### src/rtl/nco_core.sv
// Quadrature NCO: phase accumulator, quarter-wave folded sine table, three-stage output pipeline.
// Optional macro NCO_DITHER_EN adds LFSR phase dither ahead of the table index truncation.
module nco_core #(
    parameter int PHASE_W = 32,
    parameter int LUT_AW  = 8,
    parameter int OUT_W   = 16
) (
    input  logic                    clk,
    input  logic                    rst,
    input  logic                    en,
    input  logic                    ftw_we,
    input  logic [PHASE_W-1:0]      ftw_in,
    input  logic [PHASE_W-1:0]      poff_in,
    input  logic                    phase_clr,
    output logic signed [OUT_W-1:0] sin_out,
    output logic signed [OUT_W-1:0] cos_out,
    output logic                    out_valid
);

    localparam int  Q   = 2 ** (LUT_AW - 2);
    localparam int  IW  = LUT_AW - 1;
    localparam real PI  = 3.14159265358979323846;
    localparam real AMP = (2.0 ** (OUT_W - 1)) - 1.0;

    // Quarter-wave table, Q+1 entries so both 0 and pi/2 are exact points.
    logic signed [OUT_W-1:0] lut [0:Q];

    for (genvar i = 0; i <= Q; i++) begin : g_lut
        localparam real S = AMP * $sin(PI * i / (2.0 * Q));
        assign lut[i] = OUT_W'($rtoi(S + 0.5));
    end

    function automatic logic [IW-1:0] fold_idx(input logic [LUT_AW-1:0] k);
        logic [IW-1:0] o;
        o = IW'(k[LUT_AW-3:0]);
        return k[LUT_AW-2] ? IW'(Q) - o : o;
    endfunction

    logic [PHASE_W-1:0]      ftw_q, acc_q, acc_d, phase_d;
    logic [LUT_AW-1:0]       ks_q, kc_q, ks_d, kc_d;
    logic                    v1_q, v2_q, vo_q;
    logic signed [OUT_W-1:0] s2_sin_q, s2_cos_q, s2_sin_d, s2_cos_d;
    logic signed [OUT_W-1:0] sin_q, cos_q;

`ifdef NCO_DITHER_EN
    localparam int DW = (PHASE_W - LUT_AW > 16) ? 16 : (PHASE_W - LUT_AW);
    logic [15:0] lfsr_q, lfsr_d;

    always_comb begin
        lfsr_d = lfsr_q;
        if (en) lfsr_d = {lfsr_q[14:0], lfsr_q[15] ^ lfsr_q[13] ^ lfsr_q[12] ^ lfsr_q[10]};
    end

    always_ff @(posedge clk or negedge rst) begin
        if (!rst) lfsr_q <= 16'hACE1;
        else      lfsr_q <= lfsr_d;
    end

    assign phase_d = acc_q + poff_in + PHASE_W'(lfsr_q[DW-1:0]);
`else
    assign phase_d = acc_q + poff_in;
`endif

    // NOTE: every variable written in always_comb gets a default first, so no path can infer a latch.
    always_comb begin
        acc_d = acc_q;
        if (phase_clr)  acc_d = '0;
        else if (en)    acc_d = acc_q + ftw_q;
    end

    // Cosine is the sine index advanced a quarter turn.
    assign ks_d = phase_d[PHASE_W-1 -: LUT_AW];
    assign kc_d = ks_d + LUT_AW'(Q);

    always_comb begin
        s2_sin_d = lut[fold_idx(ks_q)];
        s2_cos_d = lut[fold_idx(kc_q)];
        if (ks_q[LUT_AW-1]) s2_sin_d = -s2_sin_d;
        if (kc_q[LUT_AW-1]) s2_cos_d = -s2_cos_d;
    end

    // NOTE: sequential state uses non-blocking assignments so all stages see pre-edge values.
    always_ff @(posedge clk or negedge rst) begin
        if (!rst) begin
            ftw_q    <= '0;
            acc_q    <= '0;
            ks_q     <= '0;
            kc_q     <= '0;
            v1_q     <= 1'b0;
            s2_sin_q <= '0;
            s2_cos_q <= '0;
            v2_q     <= 1'b0;
            sin_q    <= '0;
            cos_q    <= '0;
            vo_q     <= 1'b0;
        end else begin
            if (ftw_we) ftw_q <= ftw_in;
            acc_q <= acc_d;
            v1_q  <= en;
            if (en) begin
                ks_q <= ks_d;
                kc_q <= kc_d;
            end
            v2_q <= v1_q;
            if (v1_q) begin
                s2_sin_q <= s2_sin_d;
                s2_cos_q <= s2_cos_d;
            end
            vo_q <= v2_q;
            if (v2_q) begin
                sin_q <= s2_sin_q;
                cos_q <= s2_cos_q;
            end
        end
    end

    assign sin_out   = sin_q;
    assign cos_out   = cos_q;
    assign out_valid = vo_q;

endmodule

### config.mk
export PLATFORM = sky130hd
export DESIGN_NAME = nco_core
export DESIGN_NICKNAME = d
export VERILOG_FILES = /design/src/rtl/nco_core.sv
export SDC_FILE = /design/constraint.sdc
export NUM_CORES = 1
export LEC_CHECK = 0
export CAP_MARGIN = 30
export CORE_MARGIN = 5
export CORE_UTILIZATION = 54
export CTS_CLUSTER_SIZE = 20
export DETAILED_ROUTE_END_ITERATION = 10
export GPL_TIMING_DRIVEN = 0
export PLACE_DENSITY = 0.75
export RECOVER_POWER = 50
export SYNTH_ARGS = -nofsm -noshare
export SYNTH_HDL_FRONTEND = slang
export SYNTH_SLANG_ARGS = --single-unit
### constraint.sdc
create_clock -name clk -period 5 [get_ports clk]
set_input_delay 1 -clock clk [delete_from_list [all_inputs] [get_ports clk]]
set_output_delay 1 -clock clk [all_outputs]
set_load 0.05 [all_outputs]
==> results_dict.tcl <==
set metrics [dict create \
    die_area_sq_mm 0.0266 \
    hold_viol_final 0 \
    max-clock-path-buffers 2 \
    cts_root_buffer "clkbuf_16" \
    final_nets 1749 \
    synth_compound_area_share_pct 28.1 \
    ant_nets 0 \
    n_antenna_cell 0 \
    first_pass_iters 6 \
    synth.avg_cell_area_sq_um 8.58 \
    finalMaxSlewViolations 67 \
    grt_pass1_vias 12900 \
    netlist.area_leader.share_pct 27.9 \
    gp_congestion 1.03 \
    yosysTopAreaCell "dfrtp_1" \
    ys_seq_elements 141 \
    period_minus_slack_ns 4.93 \
    outcome "finished with violations" \
    cts_hold_buf 0 \
    min_path_cells 0 \
    r2r_setup_slack_ns 0.07 \
    ys_types 93 \
    vias 13200 \
    crit_start "ks_q[0]$_DFFE_PN0P_" \
    violations "capacitance limit, slew limit" \
    initial_core_util_pct 54.3 \
    clock_sinks 141 \
    hold-path-endpoint "out_valid$_DFF_PN0_" \
    critical_path_buf_inv_count 5 \
    antenna_found_initial 0 \
    clkLatencyLatePin_ns 0.43 \
    grt_pass1_wl_um 72200 \
    synth_commonest_cells "141 x dfrtp_1, 120 x nor2_1, 100 x a21oi_1" \
    worst-r2r-cell-count 17 \
    hp-start "v2_q$_DFF_PN0_" \
    clkTransAtPathRegs_ns 0.07 \
    cts_made_buffers 17 \
    yosysSeqAreaShare_pct 27.9 \
    ys.flop_type "dfrtp_1" \
    async_flop_share_pct 100 \
    worst_setup_path_end_kind "flop" \
    cp_top_family "compound AO/OA/AOI/OAI gates" \
    syn2layout_area_growth_pct 17.7 \
    relSlewSlack_pct -125 \
    skew_ns 0.0105 \
    synthSimpleGateAreaFrac_pct 16.7 \
    drt_iter0_markers 1400 \
    reg2reg_to "s2_cos_q[14]$_DFFE_PN0P_" \
    cp.required_ns 5.31 \
    crit_chain "buf_2 > inv_2 > buf_6 > ha_2 > buf_2 > nand2_1 > nor3_1 > buf_4 > nor3_1 > o211ai_1 > o21ai_0 > a22o_2 > ha_1 > o2111ai_2 > or4_1 > o311a_1 > a221o_1" \
    synth_edf_count 0 \
    via_per_inst 6.87 \
    critPathMaxStageDelay_ns 0.62 \
    die_h_um 163 \
    port_buffers 99 \
    drive_gt1_share_pct 13.6 \
    grt_usage_pct 34.4 \
    synth.most_common_cell "dfrtp_1" \
    hold_ws_ns 0.374 \
    grt.overflow.total 0 \
    synth.top_cells.by_area "dfrtp_1 28%, ha_1 8.4%, mux2_2 6.8%" \
    die_w_um 163 \
    maxCapViolations 1 \
    synth_area_sq_mm 0.0126 \
    synth_xor_area_share_pct 3.91 \
    drc 0 \
    power.density_mw_per_mm2 815 \
    yosysWarnings 0 \
    path_max_fanout 13 \
    cp_slowest_cell "nor3_1" \
    peakVddDrop_mv 0.398 \
    hpwl_um 34900 \
    start_kind "flop" \
    cts_tree "yes" \
    grt_max_degree 76 \
    final_cell_area_sq_mm 0.0149 \
    r2r-start "ks_q[0]$_DFFE_PN0P_" \
    critical_path_class "reg -> reg" \
    fmax_ghz 0.203 \
    setup_viol 0 \
    cts_max_level 4 \
    avgRoutedWirePerCell_um 24.1 \
    core_area_sq_mm 0.0233 \
    syn_nets 1627 \
    ios 102 \
    arrival_ns 5.24 \
    placed_area_sq_mm 0.0141 \
    synth_top_family_by_area "compound AO/OA/AOI/OAI gates" \
    synthCells 1472 \
    worstSetupPathDepth 17 \
    fin_crit_sh_pct 98.6 \
    rsz0062_at_grt "no" \
    rows 56 \
    tightest_slew_ns 3.37 \
    power_leakage_nw 6.15 \
    synthAdderAreaFrac_pct 8.58 \
    hold_class "reg -> reg" \
    yosys-mux-area-fraction_pct 9.70 \
    wl_um 46400 \
]
-- area by class of cell --
class | instances | area (sq um)
Multi-Input combinational cell | 1184 | 8640
Tap cell | 319 | 399
Sequential cell | 141 | 3530
Inverter | 43 | 166
Fill cell | 1965 | 8390
Clock inverter | 14 | 153
Buffer | 100 | 478
Clock buffer | 18 | 439
Timing Repair Buffer | 107 | 1070
-- logic make-up (layout without fill, tap and decap cells) --
logic type,count (synthesis),in the layout
AOI/OAI and AO/OA,500,500
xor gates and xnor gates,54,54
adders and majority gates,86,86
buffers and inverters,147,282
DFF,141,141
muxes,113,113
and+or+nand+nor,431,431
-- routing by layer --
| metal | share of wire [%] | routed length [um] | track usage [%] |
|---|---|---|---|
| met1 | 39 | 18000 | 42.8 |
| met2 | 48 | 22000 | 57.2 |
| met3 | 8.6 | 3990 | 6.71 |
| met4 | 5.0 | 2330 | 17.0 |
| met5 | 0 | 0 | 0 |
-- how the worst max path moves through the flow --
stage / end / slack [ns]
4_1_cts: s2_cos_q[14]$_DFFE_PN0P_ / 0.005
3_3_place_gp: ftw_q[17]$_DFFE_PN0P_ / -2.78
6_report: s2_cos_q[14]$_DFFE_PN0P_ / 0.07
5_1_grt: s2_cos_q[14]$_DFFE_PN0P_ / 0.01
2_1_floorplan: s2_cos_q[14]$_DFFE_PN0P_ / 0.13
3_5_place_dp: s2_cos_q[14]$_DFFE_PN0P_ / -1.70
-- power by group --
group,total [mW],internal [mW],switching (mW)
combinational,9.02,3.12,5.90
sequential,1.79,1.52,0.264
clock,1.31,0.722,0.589
-- state kept, by name, summed over array words and instances (netlist names) --
signal and cells:
acc_q 32, cos_out 16, ftw_q 32, kc_q 2, ks_q 8, out_valid 1, s2_cos_q 16, s2_sin_q 16
sin_out 16, v1_q 1, v2_q 1
-- layout by cell type, fill, tap and decap left out, types with 22 or more instances in the layout --
master / count
o211ai_1: 23
nand2_1: 89
xnor2_1: 41
mux2_2: 76
clkbuf_1: 42
nor3_1: 59
nor2_1: 120
a21o_1: 22
nand3_1: 52
dfrtp_1: 140
inv_1: 35
mux2i_1: 37
o31ai_1: 23
a21oi_1: 98
clkdlybuf4s50_1: 95
a31oi_1: 25
buf_2: 31
ha_1: 82
o21ai_0: 69
-- through the flow --
| step | setup slack (ns) | TNS, ns | cells | total power [mW] | utilization, % |
|---|---|---|---|---|---|
| floorplan | 0.127 | 0 | 1472 | 7.69 | - |
| global placement | -2.78 | -427.28 | 1890 | 10.1 | 60.3 |
| detailed placement | -1.70 | -34.76 | 1895 | 10.2 | 60.5 |
| CTS | 0.00453 | 0 | 1926 | 11.7 | 63.5 |
| global route | 0.0132 | 0 | 1926 | 12.8 | 63.9 |
| finish | 0.0693 | 0 | 1926 | 12.1 | 63.9 |
-- what timing repair did --
action                                  4_1_cts  5_1_grt
setup buffers                                 3        0
hold endpoints to repair                      0        0
endpoints found under the setup margin       32       20
pin swaps                                     2        0
gates resized for setup                      29       19
(Power assumes the default switching activity.)
